===== src/rtl/usb_in_ep_buffer.sv =====
// rtl/usb_in_ep_buffer.sv - single-packet IN endpoint buffer with DATA0/DATA1/NAK/STALL sequencing
module usb_in_ep_buffer #(
  parameter int DEPTH       = 64,
  parameter int ACK_TIMEOUT = 1024
) (
  input  logic       clk,
  input  logic       reset,
  input  logic       wr_en,
  input  logic [7:0] wr_data,
  input  logic       wr_commit,
  output logic       wr_ready,
  output logic       wr_overflow,
  input  logic       in_token,
  input  logic       ack_rcvd,
  input  logic       stall,
  input  logic       clear_toggle,
  output logic       pkt_start,
  output logic [3:0] pid,
  input  logic       pkt_end,
  output logic       tx_data_avail,
  input  logic       tx_data_get,
  output logic [7:0] tx_data,
  output logic       pkt_sent
);
  localparam int PW = $clog2(DEPTH + 1);
  localparam int AW = (DEPTH > 1) ? $clog2(DEPTH) : 1;
  localparam int TW = $clog2(ACK_TIMEOUT + 1);
  localparam logic [PW-1:0] PTR_MAX = PW'(DEPTH);
  localparam logic [PW-1:0] PTR_ONE = PW'(1);
  localparam logic [TW-1:0] TMR_MAX = TW'(ACK_TIMEOUT);
  localparam logic [TW-1:0] TMR_ONE = TW'(1);
  localparam logic [3:0] PID_DATA0 = 4'b0011;
  localparam logic [3:0] PID_DATA1 = 4'b1011;
  localparam logic [3:0] PID_NAK   = 4'b1010;
  localparam logic [3:0] PID_STALL = 4'b1110;

  typedef enum logic [2:0] {
    S_EMPTY,
    S_FULL,
    S_SEND_HS,
    S_SEND_DATA,
    S_WAIT_ACK
  } state_t;

  state_t state, state_nxt;

  logic [7:0]    mem [DEPTH];
  logic [PW-1:0] wr_ptr, rd_ptr, len, rd_next;
  logic [AW-1:0] rd_addr;
  logic [TW-1:0] timer;
  logic          toggle, hs_to_full, retry_pend;

  logic          wr_accept, wr_drop, token_full, start_c, ack_take, timeout, hs_to_full_c;
  logic [3:0]    pid_c;

  always_ff @(posedge clk or posedge reset) begin
    if (reset) state <= S_EMPTY;
    else       state <= state_nxt;
  end

  always_comb begin
    state_nxt    = state;
    start_c      = 1'b0;
    pid_c        = pid;
    hs_to_full_c = hs_to_full;
    token_full   = 1'b0;
    ack_take     = 1'b0;
    wr_accept    = 1'b0;
    wr_drop      = 1'b0;
    timeout      = (timer == TMR_MAX);
    unique case (state)
      S_EMPTY: begin
        wr_accept = wr_en && (wr_ptr != PTR_MAX);
        wr_drop   = wr_en && (wr_ptr == PTR_MAX);
        // A commit landing with the token is NAKed now and served on the next token.
        if (in_token) begin
          state_nxt    = S_SEND_HS;
          start_c      = 1'b1;
          pid_c        = stall ? PID_STALL : PID_NAK;
          hs_to_full_c = wr_commit;
        end else if (wr_commit) begin
          state_nxt = S_FULL;
        end
      end
      S_FULL: begin
        if (in_token || retry_pend) begin
          start_c = 1'b1;
          if (stall) begin
            state_nxt    = S_SEND_HS;
            pid_c        = PID_STALL;
            hs_to_full_c = 1'b1;
          end else begin
            state_nxt  = S_SEND_DATA;
            pid_c      = toggle ? PID_DATA1 : PID_DATA0;
            token_full = 1'b1;
          end
        end
      end
      S_SEND_HS: begin
        if (pkt_end) state_nxt = hs_to_full ? S_FULL : S_EMPTY;
      end
      S_SEND_DATA: begin
        if (pkt_end) state_nxt = S_WAIT_ACK;
      end
      S_WAIT_ACK: begin
        if (ack_rcvd) begin
          ack_take  = 1'b1;
          state_nxt = S_EMPTY;
        end else if (timeout || in_token) begin
          state_nxt = S_FULL;
        end
      end
      default: state_nxt = S_EMPTY;
    endcase
  end

  // Read pointer as it will be after this edge; the presented byte is registered from it.
  always_comb begin
    rd_next = rd_ptr;
    if (token_full)
      rd_next = '0;
    else if ((state == S_SEND_DATA) && tx_data_get && tx_data_avail)
      rd_next = rd_ptr + PTR_ONE;
    rd_addr = rd_next[AW-1:0];
  end

  always_ff @(posedge clk) begin
    if (wr_accept) mem[wr_ptr[AW-1:0]] <= wr_data;
  end

  always_ff @(posedge clk or posedge reset) begin
    if (reset) begin
      wr_ptr        <= '0;
      rd_ptr        <= '0;
      len           <= '0;
      timer         <= '0;
      toggle        <= 1'b0;
      hs_to_full    <= 1'b0;
      retry_pend    <= 1'b0;
      wr_ready      <= 1'b1;
      wr_overflow   <= 1'b0;
      pkt_start     <= 1'b0;
      pid           <= 4'b0000;
      tx_data_avail <= 1'b0;
      tx_data       <= 8'h00;
      pkt_sent      <= 1'b0;
    end else begin
      if (wr_accept)     wr_ptr <= wr_ptr + PTR_ONE;
      else if (ack_take) wr_ptr <= '0;

      if ((state == S_EMPTY) && wr_commit)
        len <= wr_accept ? (wr_ptr + PTR_ONE) : wr_ptr;

      rd_ptr <= rd_next;

      if ((state == S_SEND_DATA) && pkt_end)
        timer <= '0;
      else if ((state == S_WAIT_ACK) && (timer != TMR_MAX))
        timer <= timer + TMR_ONE;

      if (clear_toggle)  toggle <= 1'b0;
      else if (ack_take) toggle <= ~toggle;

      hs_to_full <= hs_to_full_c;

      // A token that cuts the ACK wait short is replayed once the block is back in FULL.
      if ((state == S_WAIT_ACK) && !ack_rcvd && in_token) retry_pend <= 1'b1;
      else if (state == S_FULL)                          retry_pend <= 1'b0;

      wr_ready    <= (state_nxt == S_EMPTY);
      wr_overflow <= wr_drop;
      pkt_start   <= start_c;
      pid         <= pid_c;
      pkt_sent    <= ack_take;

      if ((state == S_SEND_DATA) && (state_nxt == S_SEND_DATA)) begin
        tx_data_avail <= (rd_next != len);
        tx_data       <= mem[rd_addr];
      end else begin
        tx_data_avail <= 1'b0;
        tx_data       <= 8'h00;
      end
    end
  end
endmodule

===== config.mk =====
export PLATFORM = sky130hd
export DESIGN_NAME = usb_in_ep_buffer
export DESIGN_NICKNAME = d
export VERILOG_FILES = /design/src/rtl/usb_in_ep_buffer.sv
export SDC_FILE = /design/constraint.sdc
export NUM_CORES = 1
export LEC_CHECK = 0
export ABC_AREA = 1
export ABC_CLOCK_PERIOD_IN_PS = 4100
export CORE_AREA = 5 5 347 179
export CTS_CLUSTER_DIAMETER = 100
export DETAILED_ROUTE_END_ITERATION = 8
export DIE_AREA = 0 0 352 184
export HOLD_SLACK_MARGIN = 0.05
export SLEW_MARGIN = 0
export SYNTH_ARGS = -nofsm -noshare
export SYNTH_HDL_FRONTEND = slang
export SYNTH_SLANG_ARGS = --single-unit

===== constraint.sdc =====
create_clock -name clk -period 4.1 [get_ports clk]
set_clock_uncertainty 0.05 [all_clocks]
set_input_delay 1.025 -clock clk [delete_from_list [all_inputs] [get_ports clk]]
set_output_delay 1.025 -clock clk [all_outputs]
set_load 0.05 [all_outputs]

### After elaboration in Yosys (flattened, before gate mapping)

Memories as Yosys holds them, arrays and structs flattened.
Index checks and enable logic that the tools add are counted.

| word-level totals | value |
|---|---|
| memory bits (writable) | 512 |
| output and inout bits | 17 |
| register bits | 55 |
| word-level logic and storage cells | 100 |
| ROM bits | 0 |
| memories kept | 1 |
| latch bits | 0 |
| input port bits | 18 |

| operators by class | value |
|---|---|
| divide/modulo/power cells | 0 |
| $lt $le $gt $ge | 0 |
| shift operators | 0 |
| add/sub/neg operators | 3 |
| $mul | 0 |
| muxes and demuxes | 45 |
| equal/unequal tests | 13 |
| bitwise operators | 1 |
| reduce and logical (&&, ||, !) cells | 22 |

Memory list:

| memory | words | width | read ports | clocked after memory_dff | write ports | RTL line | RTL |
|---|---|---|---|---|---|---|---|
| mem | 64 | 8 | 1 | 0 | 1 | 47 | `logic [7:0] mem [DEPTH];` |

Operators by type and width:

| cell | number |
|---|---|
| $mux W7 | 5 |
| $mux W3 | 8 |
| $mux W11 | 2 |
| $mux W1 | 21 |
| $mux W4 | 4 |
| $pmux W3 S5 | 1 |
| $add A7 B1 Y7 const B | 2 |
| $add A11 B1 Y11 const B | 1 |
| $eq A11 B11 Y1 const B | 1 |
| $ne A11 B11 Y1 const B | 1 |
| $logic_and A1 B1 Y1 | 10 |
| $reduce_bool A2 Y1 | 5 |
| $eq A3 B2 Y1 const B | 3 |
| $mux W8 | 1 |
| $pmux W4 S2 | 1 |
| $eq A7 B7 Y1 const B | 1 |
| $ne A7 B7 Y1 | 1 |
| $ne A7 B7 Y1 const B | 1 |
| $logic_not A3 Y1 | 2 |
| $ne A2 B2 Y1 const B | 3 |
| $pmux W1 S2 | 2 |
| $reduce_and A4 Y1 | 1 |
| $eq A3 B1 Y1 const B | 1 |
| $eq A3 B3 Y1 const B | 1 |
| other kinds (4) | 5 |

### Longest topological paths before layout

| depth | value |
|---|---|
| word-level depth | 8 |
| mapped depth | 17 |
| depth with buffers taken out | 14 |

### Worst setup path before layout

OpenSTA, ideal clock, no wires.

| path | value |
|---|---|
| kind | input-to-reg |
| start point | in wr_en |
| end point | mem mem[33][0] (enable) |
| buffers on the path | 0 |
| cell stages on the path | 6 |
| arrival | 2.483 ns |
| path slack | 1.172 ns |
| cells stage by stage | inv_1 -> nor3_1 -> inv_1 -> nor2_1 -> inv_1 -> nor4_1 |

| on the way | value |
|---|---|
| word-level cells in the longest chain between the ends | 4 |

RTL lines:

| what | RTL line | RTL |
|---|---|---|
| from (decl) | 8 | `input logic wr_en,` |
| $logic_and A1 B1 Y1 | 73 | `wr_accept = wr_en && (wr_ptr != PTR_MAX);` |
| $mux W1 | 71 | `unique case (state)` |
| $mux W1 | 128 | `if (wr_accept) mem[wr_ptr[AW-1:0]] <= wr_data;` |
| $mux W1 (implied by the code) | 128 |  |
| to (decl) | 47 |  |

No other way between the ends.

### Final worst setup path

| path | value |
|---|---|
| start point | in in_token |
| end point | reg tx_data[3] |

| on the way | value |
|---|---|
| word-level cells in the longest chain between the ends | 7 |
| elaborated cells on any way between the ends | 14 |
| those cells by class | 1 x eq/ne; 9 x mux; 3 x reduce/logical; 1 x memory |

RTL lines:

| what | RTL line | RTL |
|---|---|---|
| from (decl) | 13 | `input logic in_token,` |
| branches (longest 6 deep; another with $mem_v2 Z64 W8) | n/a |  |
| $mux W8 (*) | 176 | `if ((state == S_SEND_DATA) && (state_nxt == S_SEND_DATA)) begin` |
| to (signal assigned) | 178 | `tx_data <= mem[rd_addr];` |
| to (decl) | 22 | `output logic [7:0] tx_data,` |

Every way passes the cells marked *.
A chain may end at the register's enable or synchronous reset.

==> results.md <==
- Die width: 352 um
- IO Pins: 35
- Rows: 63
- Yosys Warn Count: 0
- Startpoint types: input pin
- RSZ-0062 raised after global routing: no
- Endpoints failing setup: 0
- Pleak: a little over 10 nW
- Status: finished, final reports clean
- First-pass GRT wire length: 103 mm
- CTS tree: yes
- Hold WC Path Type: flip-flop to flip-flop
- Vias in the first global route: 15704
- Routed Antenna Nets: 0
- Relative slew slack: 0.183
- DRT Wirelength: 68.7 mm
- Via count: between 15000 and 20000
- Worst hold slack: 0.421 ns
- Fmax: about 280 MHz
- Critical path capture point type: flip-flop
- GR Overflow Total: 0
- Met2 wire length: 25.4 mm
- Clk buf depth: 3
- Layout cells sized above 1: 0.0913
- Arrival time at the worst endpoint: 3.98 ns
- Skew-Pair Late Insertion Delay: roughly 0.6 ns
- Met3 Wirelength: 9.19 mm
- Wire per inst: 22.7 um
- PostCTS Resize Cnt: 0
- Die Y: 184 um
- Residual DRC: 0
- Setup ws final: 0.585 ns
- Placed insts: 2939
- Measured slew at the worst slew-check pin: 1.23 ns
- Cell taking the most area after synthesis: edfxtp_1
- Worst-path maximum fanout: 32
- Final Wtd Congestion: 0.937
- Hold-fix buffers at CTS: 0
- Die outline area: 64800 sq um
- Max IR drop VDD: 0.401 mV
- Hold Violations, Final: 0
- Clk sink count: 567
- Sequential share of the synthesized area: 0.705
- Layout area overhead: 13.8%
- Vias/cell: 5.52
- Initial core utilization: 0.406
- Most common cell after layout, fill and taps aside: nand2_1
- Setup_tns: 0 ns
- Synthesized area: 23800 sq um
- WL met1: 33.1 mm
- Total CTS buffers: 48
- Total GRT Usage: 0.210
- Most frequent cells in the layout: nand2_1, edfxtp_1, nand3_1
- Buffer count from post-CTS setup fixing: 0
- Pin count of the biggest net entering global routing: 77
- PwrDens: 629 nW/um^2
- IO buf count: 34
- Final min period: 3.52 ns
- Nets: 2233
- # Max-Cap Violations: 0
- DP HPWL: 45.3 mm
- Max-slew violation count: 0
- Antenna violations before repair: 1
- Drt pass-1 iters: 6
- Diodes inserted: 0
- Syn avg cell area: 11.1 sq um
- WS Path Type: input pin to flip-flop
- Uppermost layer routed: met5
- Synthesized Nets: 2156
- Tot Pwr: about 17 mW
- H-tree Lvls: 2
- Synth top area cells: edfxtp_1, nand3_1, nand2_1
- Initial drt markers: 2344
- Synthesized flop and latch total: between 500 and 600
- Clk pin slew, worst setup/hold paths: 0.07 ns
- Post-Synthesis Cells: 2132
- Crit path required time: roughly 4.6 ns
- Share of the synthesized area in the top cell type: 0.647
- Place WS: 0.0785 ns
- Period utilisation layout: 0.857
- Finished Layout Cells: 3026
- Core Box Area: 58600 sq um
- CTS root buffer: clkbuf_16
- Unique masters post-synth: 40
[Yosys cell counts (all sizes together)]
cell / count
dfrtp: 54
dfstp: 1
nor3: 17
or2: 3
and3: 1
xor2: 4
a21oi: 12
nor4: 3
o21ai: 28
nand2: 582
nand4: 28
o21a: 1
o21bai: 2
o211ai: 7
nor2: 117
inv: 127
a22oi: 3
edfxtp: 512
ha: 6
nand3b: 1
buf: 99
nand3: 497
clkinv: 1
clkbuf: 17
xnor2: 2
o2111ai: 1
a31oi: 1
o31ai: 1
o22ai: 1
nor3b: 3
[final timing paths]
check | from | end | slack (ns) | cells past startpoint
max in group asynchronous | reset | tx_data[4]$_DFF_PP0_ | 2.41 | 3
setup / recovery | in_token | tx_data[3]$_DFF_PP0_ | 0.58 | 16
hold reg to reg | pid[1]$_DFFE_PP0P_ | pid[1]$_DFFE_PP0P_ | 0.42 | 1
hold / removal | pid[1]$_DFFE_PP0P_ | pid[1]$_DFFE_PP0P_ | 0.42 | 1
setup reg to reg | wr_ptr[0]$_DFFE_PP0P_ | mem[31][3]$_DFFE_PP_ | 0.75 | 9
min in group asynchronous | reset | pkt_start$_DFF_PP0_ | 0.72 | 2
[cell families (layout without fill, tap and decap cells)]
group | count (synthesis) | in the layout | synth area share
flip-flops | 567 | 567 | 0.705
XOR/XNOR | 6 | 6 | 0.00221
adder cells (fa/ha/maj) | 6 | 6 | 0.00316
AO/OA/AOI/OAI | 57 | 57 | 0.0137
AND/OR/NAND/NOR | 1252 | 1252 | 0.231
buffers and inverters | 244 | 358 | 0.0454
[worst max-delay path: stages]
cell	delay (ns)
clkdlybuf4s50_1	0.46
nor2_1	0.11
nor2_1	0.05
nand2_1	0.25
nand3_4	0.18
inv_6	0.33
buf_12	0.25
buf_4	0.29
nand2_1	0.08
nand3_1	0.10
nand3_1	0.10
nand3_1	0.13
nand3_1	0.09
nand3_1	0.17
nand2_1	0.19
nor2_1	0.13
[stage by stage]
stage          cell area [sq um]  utilization
6_report                   27000        0.462
4_1_cts                    27000        0.462
3_5_place_dp               25500        0.435
3_3_place_gp               25500        0.435
2_1_floorplan              23800            -
5_1_grt                    27000        0.462
[per-layer routing]
| metal | track usage | vias to the layer above |
|---|---|---|
| met5 | 0 | - |
| met4 | 0.0357 | 2 |
| met3 | 0.0762 | 85 |
| met2 | 0.263 | 903 |
| met1 | 0.341 | 8175 |
| li1 | - | 7547 |
[power by group]
| group | internal [mW] | switching (mW) | total (mW) |
|---|---|---|---|
| Combinational | 1.59 | 4.01 | 5.60 |
| Clock | 2.62 | 2.12 | 4.74 |
| Sequential | 6.51 | 0.157 | 6.67 |
| Total | 10.7 | 6.29 | 17.0 |
[sequential cells by signal (all words and copies together) (netlist names), 3 cells and up]
register  cells
len           7
mem         512
pid           4
rd_ptr        7
state         3
timer        11
tx_data       8
wr_ptr        7
[final cells by class]
type                            count  area, sq um
Fill cell                        5328        31500
Clock inverter                     25          267
Timing Repair Buffer              143         1290
Sequential cell                   567        16800
Inverter                          128          485
Clock buffer                       62         1310
Tap cell                          780          976
Multi-Input combinational cell   1321         5960
(Power assumes the default switching activity.)
